### config.mk
export PLATFORM = sky130hd
export DESIGN_NAME = rgb565_to_y_flat
export DESIGN_NICKNAME = d
export VERILOG_FILES = /design/src/rtl/isp_pkg.sv /design/src/rtl/rgb565_to_y_if.sv /design/src/rtl/rgb565_to_y_pix_pos_counter.sv /design/src/rtl/rgb565_to_y.sv /design/src/flat_wrapper.sv
export SDC_FILE = /design/constraint.sdc
export NUM_CORES = 1
export LEC_CHECK = 0
export ABC_AREA = 1
export ABC_CLOCK_PERIOD_IN_PS = 2800
export CAP_MARGIN = 5
export CELL_PAD_IN_SITES_DETAIL_PLACEMENT = 0
export CELL_PAD_IN_SITES_GLOBAL_PLACEMENT = 1
export CORE_MARGIN = 2
export CORE_UTILIZATION = 38
export CTS_CLUSTER_SIZE = 25
export DETAILED_ROUTE_END_ITERATION = 7
export PLACE_DENSITY = 0.76
export SETUP_SLACK_MARGIN = 0.4
export SLEW_MARGIN = 5
export SYNTH_ARGS = -nofsm -noshare
export SYNTH_HDL_FRONTEND = slang
export SYNTH_SLANG_ARGS = --single-unit
### constraint.sdc
create_clock -name sys_clk -period 2.8 [get_ports sys_clk]
set_clock_uncertainty 0.1 [all_clocks]
set_input_delay 0.42 -clock sys_clk [delete_from_list [all_inputs] [get_ports sys_clk]]
set_output_delay 0.42 -clock sys_clk [all_outputs]
set_load 0.01 [all_outputs]
### src/rtl/isp_pkg.sv
// Shared ISP constants and helpers: luma weights, frame geometry, RGB565 field
// layout and the luma pipeline depth used by downstream stages for delay matching.
package isp_pkg;

  localparam int unsigned COEF_R_DEF = 77;
  localparam int unsigned COEF_G_DEF = 150;
  localparam int unsigned COEF_B_DEF = 29;

  localparam int unsigned IMG_W_DEF = 640;
  localparam int unsigned IMG_H_DEF = 480;

  localparam int unsigned Y_LAT = 3;

  localparam int unsigned R_MSB = 15;
  localparam int unsigned R_LSB = 11;
  localparam int unsigned G_MSB = 10;
  localparam int unsigned G_LSB = 5;
  localparam int unsigned B_MSB = 4;
  localparam int unsigned B_LSB = 0;

  localparam int unsigned X_W = 11;
  localparam int unsigned Y_W = 10;

  typedef struct packed {
    logic [7:0] r;
    logic [7:0] g;
    logic [7:0] b;
  } rgb888_t;

  typedef struct packed {
    logic [X_W-1:0] x;
    logic [Y_W-1:0] y;
    logic           line_end;
    logic           frame_end;
  } pix_tag_t;

  // Replicate the field MSBs into the vacated LSBs so full scale maps to 255.
  function automatic rgb888_t expand565(input logic [15:0] p);
    rgb888_t c;
    c.r = {p[R_MSB:R_LSB], p[R_MSB -: 3]};
    c.g = {p[G_MSB:G_LSB], p[G_MSB -: 2]};
    c.b = {p[B_MSB:B_LSB], p[B_MSB -: 3]};
    return c;
  endfunction

endpackage

### src/rtl/rgb565_to_y_if.sv
// Pixel-in / luma-out bundle for rgb565_to_y; the gray_rgb565 bypass exists
// only when RGB565_TO_Y_GRAY_OUT_EN is defined.
interface rgb565_to_y_if;
  logic        frame_start;
  logic        wr_en;
  logic [15:0] data_in;
  logic [7:0]  img_Y;
  logic        y_wr_en;
  logic        line_end;
  logic        frame_end;
  logic [10:0] pix_x;
  logic [9:0]  pix_y;
`ifdef RGB565_TO_Y_GRAY_OUT_EN
  logic [15:0] gray_rgb565;
`endif

  modport master (
`ifdef RGB565_TO_Y_GRAY_OUT_EN
    input  gray_rgb565,
`endif
    output frame_start, wr_en, data_in,
    input  img_Y, y_wr_en, line_end, frame_end, pix_x, pix_y
  );

  modport slave (
`ifdef RGB565_TO_Y_GRAY_OUT_EN
    output gray_rgb565,
`endif
    input  frame_start, wr_en, data_in,
    output img_Y, y_wr_en, line_end, frame_end, pix_x, pix_y
  );
endinterface

### src/rtl/rgb565_to_y_pix_pos_counter.sv
// Horizontal/vertical pixel position counters with wrap and frame_start clear;
// emits the position tag and line/frame end flags of the pixel currently at input.
module pix_pos_counter
  import isp_pkg::*;
#(
  parameter int unsigned IMG_W = IMG_W_DEF,
  parameter int unsigned IMG_H = IMG_H_DEF
) (
  input  logic     clk,
  input  logic     rst_n,
  input  logic     frame_start,
  input  logic     wr_en,
  output pix_tag_t tag
);

  logic [X_W-1:0] h_cnt;
  logic [Y_W-1:0] v_cnt;
  logic [X_W-1:0] cur_x;
  logic [Y_W-1:0] cur_y;
  logic           last_x;
  logic           last_y;

  // frame_start overrides the counters combinationally so a coincident pixel is tagged (0,0).
  always_comb begin
    cur_x         = frame_start ? '0 : h_cnt;
    cur_y         = frame_start ? '0 : v_cnt;
    last_x        = (cur_x == X_W'(IMG_W - 1));
    last_y        = (cur_y == Y_W'(IMG_H - 1));
    tag.x         = cur_x;
    tag.y         = cur_y;
    tag.line_end  = last_x;
    tag.frame_end = last_x && last_y;
  end

  always_ff @(posedge clk or negedge rst_n) begin
    if (!rst_n) begin
      h_cnt <= '0;
      v_cnt <= '0;
    end else if (wr_en) begin
      if (last_x) begin
        h_cnt <= '0;
        v_cnt <= last_y ? '0 : cur_y + Y_W'(1);
      end else begin
        h_cnt <= cur_x + X_W'(1);
        v_cnt <= cur_y;
      end
    end else if (frame_start) begin
      h_cnt <= '0;
      v_cnt <= '0;
    end
  end

endmodule

### src/rtl/rgb565_to_y.sv
// Three-stage RGB565 -> 8-bit luma pipeline with position tags aligned to y_wr_en.
// Optional gray_rgb565 display bypass under RGB565_TO_Y_GRAY_OUT_EN.
module rgb565_to_y
  import isp_pkg::*;
#(
  parameter int unsigned IMG_W  = IMG_W_DEF,
  parameter int unsigned IMG_H  = IMG_H_DEF,
  parameter int unsigned COEF_R = COEF_R_DEF,
  parameter int unsigned COEF_G = COEF_G_DEF,
  parameter int unsigned COEF_B = COEF_B_DEF
) (
  input  logic         sys_clk,
  input  logic         sys_rst_n,
  rgb565_to_y_if.slave bus
);

  rgb888_t     px;
  pix_tag_t    tag_in;
  pix_tag_t    tag1;
  pix_tag_t    tag2;
  logic        v1;
  logic        v2;
  logic [15:0] prod_r;
  logic [15:0] prod_g;
  logic [15:0] prod_b;
  logic [15:0] sum;
  logic        sum_lsb_unused;

  pix_pos_counter #(
    .IMG_W (IMG_W),
    .IMG_H (IMG_H)
  ) u_pos (
    .clk         (sys_clk),
    .rst_n       (sys_rst_n),
    .frame_start (bus.frame_start),
    .wr_en       (bus.wr_en),
    .tag         (tag_in)
  );

  always_comb px = expand565(bus.data_in);

  // Weights sum to 256, so the truncated result needs only the top byte.
  always_comb sum_lsb_unused = ^sum[7:0];

  always_ff @(posedge sys_clk or negedge sys_rst_n) begin
    if (!sys_rst_n) begin
      v1            <= 1'b0;
      v2            <= 1'b0;
      prod_r        <= '0;
      prod_g        <= '0;
      prod_b        <= '0;
      tag1          <= '0;
      sum           <= '0;
      tag2          <= '0;
      bus.y_wr_en   <= 1'b0;
      bus.img_Y     <= '0;
      bus.pix_x     <= '0;
      bus.pix_y     <= '0;
      bus.line_end  <= 1'b0;
      bus.frame_end <= 1'b0;
`ifdef RGB565_TO_Y_GRAY_OUT_EN
      bus.gray_rgb565 <= '0;
`endif
    end else begin
      v1          <= bus.wr_en;
      v2          <= v1;
      bus.y_wr_en <= v2;

      if (bus.wr_en) begin
        prod_r <= 16'(COEF_R) * {8'd0, px.r};
        prod_g <= 16'(COEF_G) * {8'd0, px.g};
        prod_b <= 16'(COEF_B) * {8'd0, px.b};
        tag1   <= tag_in;
      end

      if (v1) begin
        sum  <= prod_r + prod_g + prod_b;
        tag2 <= tag1;
      end

      if (v2) begin
        bus.img_Y <= sum[15:8];
        bus.pix_x <= tag2.x;
        bus.pix_y <= tag2.y;
`ifdef RGB565_TO_Y_GRAY_OUT_EN
        bus.gray_rgb565 <= {sum[15:11], sum[15:10], sum[15:11]};
`endif
      end

      // End flags are strobes: gated by stage validity rather than held.
      bus.line_end  <= v2 & tag2.line_end;
      bus.frame_end <= v2 & tag2.frame_end;
    end
  end

endmodule

### src/flat_wrapper.sv
// flat-port wrapper written by rule: the top's interface ports become plain ports
module rgb565_to_y_flat import isp_pkg::*;
#(
  parameter int unsigned IMG_W  = IMG_W_DEF,
  parameter int unsigned IMG_H  = IMG_H_DEF,
  parameter int unsigned COEF_R = COEF_R_DEF,
  parameter int unsigned COEF_G = COEF_G_DEF,
  parameter int unsigned COEF_B = COEF_B_DEF
)
  (sys_clk, sys_rst_n, bus_frame_start, bus_wr_en, bus_data_in, bus_img_Y, bus_y_wr_en, bus_line_end, bus_frame_end, bus_pix_x, bus_pix_y);
  rgb565_to_y_if bus_i ();
  input  logic sys_clk;
  input  logic sys_rst_n;
  input wire logic [$bits(bus_i.frame_start)-1:0] bus_frame_start;
  input wire logic [$bits(bus_i.wr_en)-1:0] bus_wr_en;
  input wire logic [$bits(bus_i.data_in)-1:0] bus_data_in;
  output wire logic [$bits(bus_i.img_Y)-1:0] bus_img_Y;
  output wire logic [$bits(bus_i.y_wr_en)-1:0] bus_y_wr_en;
  output wire logic [$bits(bus_i.line_end)-1:0] bus_line_end;
  output wire logic [$bits(bus_i.frame_end)-1:0] bus_frame_end;
  output wire logic [$bits(bus_i.pix_x)-1:0] bus_pix_x;
  output wire logic [$bits(bus_i.pix_y)-1:0] bus_pix_y;
  assign bus_i.frame_start = bus_frame_start;
  assign bus_i.wr_en = bus_wr_en;
  assign bus_i.data_in = bus_data_in;
  assign bus_img_Y = bus_i.img_Y;
  assign bus_y_wr_en = bus_i.y_wr_en;
  assign bus_line_end = bus_i.line_end;
  assign bus_frame_end = bus_i.frame_end;
  assign bus_pix_x = bus_i.pix_x;
  assign bus_pix_y = bus_i.pix_y;
  rgb565_to_y #(.IMG_W(IMG_W), .IMG_H(IMG_H), .COEF_R(COEF_R), .COEF_G(COEF_G), .COEF_B(COEF_B)) u_core (.sys_clk(sys_clk), .sys_rst_n(sys_rst_n), .bus(bus_i));
endmodule
==> impl_metrics.json <==
{
  "avgRoutedWirePerCell_um": 13.8,
  "place_hpwl_um": 17600,
  "crit_chain": "buf_6 > ha_4 > ha_4 > inv_2 > fa_1 > fa_1 > inv_2 > ha_4 > buf_12 > nand2_2 > nor2_2 > nand3_2 > nand3_1 > nand2_1 > nand3_1 > nand2_1",
  "drv_slew": 0,
  "crit_path_end_kind": "register",
  "grt_pass1_vias": 8103,
  "cts_tree": "done",
  "antenna_left": 0,
  "viasPerCell": 4.74,
  "finalSetupViolations": 0,
  "wl_met3_um": 524,
  "finalWirelength_um": 23800,
  "diodes": 0,
  "synth_xor_area_share_pct": 1.64,
  "grt_pass1_wl_um": 40300,
  "powerDensity_nw_per_um2": 856,
  "core_um2": 26100,
  "clock_sinks": 152,
  "synth_compound_area_share_pct": 7.80,
  "critPathKind": "primary input to register",
  "clkTransAtPathRegs_ns": 0.07,
  "area_delta_synth_final_pct": 35.2,
  "outcome": "complete, but fails checks",
  "clock-root-buffer": "clkbuf_16",
  "synth_top_area_share_pct": 37.5,
  "grt_antenna_before_repair": 0,
  "start_kind": "primary input",
  "drt-met1-wl_um": 11900,
  "ys_seq_area_share_pct": 37.5,
  "dp_cells": 1679,
  "grt_max_degree": 55,
  "gp_congestion": 0.847,
  "num_rows": 59,
  "routed-wl-met2_um": 10900,
  "netlist_area_um2": 10100,
  "synth_edf_count": 0,
  "h-tree-depth": 4,
  "drv_cap": 0,
  "start_util_pct": 38.8,
  "route.detailed.drc": 5,
  "setup_tns_ns": 0,
  "final_hold_viol_count": 0,
  "leakagePower_nw": 6.61,
  "ys_warn_count": 0,
  "num_vias": 8190,
  "nets": 1550,
  "top_layer": "met4",
  "cts_buffers": 17,
  "io_buffers": 51,
  "cts.path.max_buffers": 2,
  "synthTopCellsByArea": "dfrtp_1 37%, ha_1 14%, nand2_1 12%",
  "synth.top_cells.by_count": "320 x nand2_1, 178 x inv_1, 152 x dfrtp_1",
  "syn_inst": 1229,
  "dr.pass1.iters": 7,
  "final.min_clock_period_ns": 2.75,
  "worstPathMaxFanout": 4,
  "synthAdderAreaFrac_pct": 21.2,
  "clk_latency_ns": 0.43,
  "drive_gt1_share_pct": 27.9,
  "synth_top_family_by_area": "simple AND/OR/NAND/NOR gates",
  "die_x_um": 167,
  "worst_pin_slew_ns": 0.517,
  "die_area_um2": 28000,
  "ys.flop_type": "dfrtp_1",
  "hp-class": "primary input to register",
  "synthArstFlopShare_pct": 100,
  "yosys.area.top_type": "dfrtp_1",
  "yosysMostFrequentCell": "nand2_1",
  "ys_types": 39,
  "fmax_ghz": 0.364,
  "crit_slowest_cell": "fa_1",
  "synthMuxAreaShare_pct": 1.11,
  "fin_crit_sh_pct": 98.2,
  "ys_seq_elements": 152,
  "cp_common_cell": "ha_4",
  "syn_nets": 1399,
  "die_y_um": 167,
  "relSlewSlack_pct": 65.6,
  "violations": "DRC",
  "rsz0062_at_grt": "true",
  "max_stage_delay_ns": 0.50,
  "final-instance-count-excl-fill": 1728,
  "yosys.area_share.simple_pct": 22.7,
  "cp.required_ns": 3.02,
  "irDropWorstVdd_mv": 0.565,
  "drt-initial-drc-count": 485,
  "track_usage_pct": 17.7,
  "crit_arrival_ns": 2.97,
  "syn_avg_cell_area_um2": 8.26,
  "whs_ns": 0.243,
  "pin_count": 52,
  "grt-ovfl-total": 0
}
-- metrics by stage --
step	total power, W	instance area [um2]	utilization [%]	setup WS [ns]
floorplan	0.00644	10600	-	-0.198
global placement	0.00801	12100	46.2	-0.821
detailed placement	0.00808	12100	46.2	-0.869
CTS	0.0109	13200	50.7	-0.00288
global route	0.0127	13700	52.5	-0.0809
finish	0.0118	13700	52.5	0.0499
-- cell usage in the layout, fill, tap and decap left out, drive strengths merged --
master,Yosys,layout
o21bai,4,4
nand4,18,18
clkbuf,18,20
clkinvlp,0,3
nand3b,3,3
clkinv,0,6
nand2,330,330
clkdlybuf4s50,0,33
mux2,10,10
fa,37,37
nand3,68,68
a21oi,60,60
xnor2,10,10
xor2,9,9
nor3,10,10
a21o,2,2
a31oi,3,3
and3,1,1
clkdlybuf4s15,0,1
a41oi,1,1
and2,2,2
dfrtp,152,152
or2,1,1
nor2,101,101
dlygate4sd3,0,1
nor4,1,1
o21ai,83,83
buf,11,124
ha,113,113
inv,181,186
-- final timing paths --
check,from,slack (ns),cells after the start,end
max,bus_data_in[7],0.05,16,u_core.prod_g[13]$_DFFE_PN0P_
min,bus_data_in[2],0.24,4,u_core.prod_b[0]$_DFFE_PN0P_
max reg2reg,u_core.prod_b[12]$_DFFE_PN0P_,0.51,10,u_core.sum[15]$_DFFE_PN0P_
min reg2reg,u_core.tag1[10]$_DFFE_PN0P_,0.38,2,u_core.tag1[10]$_DFFE_PN0P_
max in group asynchronous,sys_rst_n,1.46,3,u_core.bus.img_Y[7]$_DFFE_PN0P_
min in group asynchronous,sys_rst_n,0.41,2,u_core.bus.pix_x[8]$_DFFE_PN0P_
-- timing repair --
| item | 4_1_cts | 5_1_grt |
|---|---|---|
| hold endpoints to repair | 51 | 0 |
| buffers inserted | 11 | 5 |
| pin swaps | 78 | 83 |
| resized for setup | 161 | 100 |
| hold buffers | 1 | 0 |
| endpoints found under the setup margin | 32 | 33 |
-- state kept, by name, summed over array words and instances, names as in the netlist, 8 cells and up --
name,count
u_core.bus.img_Y,8
u_core.bus.pix_x,11
u_core.bus.pix_y,10
u_core.prod_g,15
u_core.u_pos.v_cnt,10
u_core.prod_b,13
u_core.prod_r,15
u_core.sum,8
u_core.tag2,23
u_core.tag1,23
u_core.u_pos.h_cnt,11
-- power breakdown --
group          switching, W  internal (W)
Clock               0.00103       0.00121
Sequential         0.000313       0.00256
Combinational       0.00359       0.00304
Total               0.00493       0.00682
-- routing by layer --
metal	GRT usage, %	vias up
met5	0	-
met4	5.26	0
met3	1.99	24
met2	28.3	116
met1	25.3	3811
li1	-	4239
-- logic make-up (layout without fill, tap and decap cells) --
kind of cell	Yosys count	after routing
muxes	10	10
buffers and inverters	210	374
DFF	152	152
and+or+nand+nor	535	535
adders and majority gates	150	150
AOI/OAI and AO/OA	153	153
xor gates and xnor gates	19	19
-- final cells by class --
class                      instances  area, um2
multi-input combinational        867       6790
fill                            2432      12400
clock inverter                    14        154
sequential                       152       3810
tap                              335        419
clock buffer                      18        439
inverter                         181        694
timing repair buffer             161       1420
-- worst max-delay path: cells and delay by family --
kind,cells,cell delay (ns)
AND/OR/NAND/NOR,7,0.53
adder cells (fa/ha/maj),5,1.74
buffers and inverters,4,0.30
Note: power is estimated with default switching activity, not from simulation.
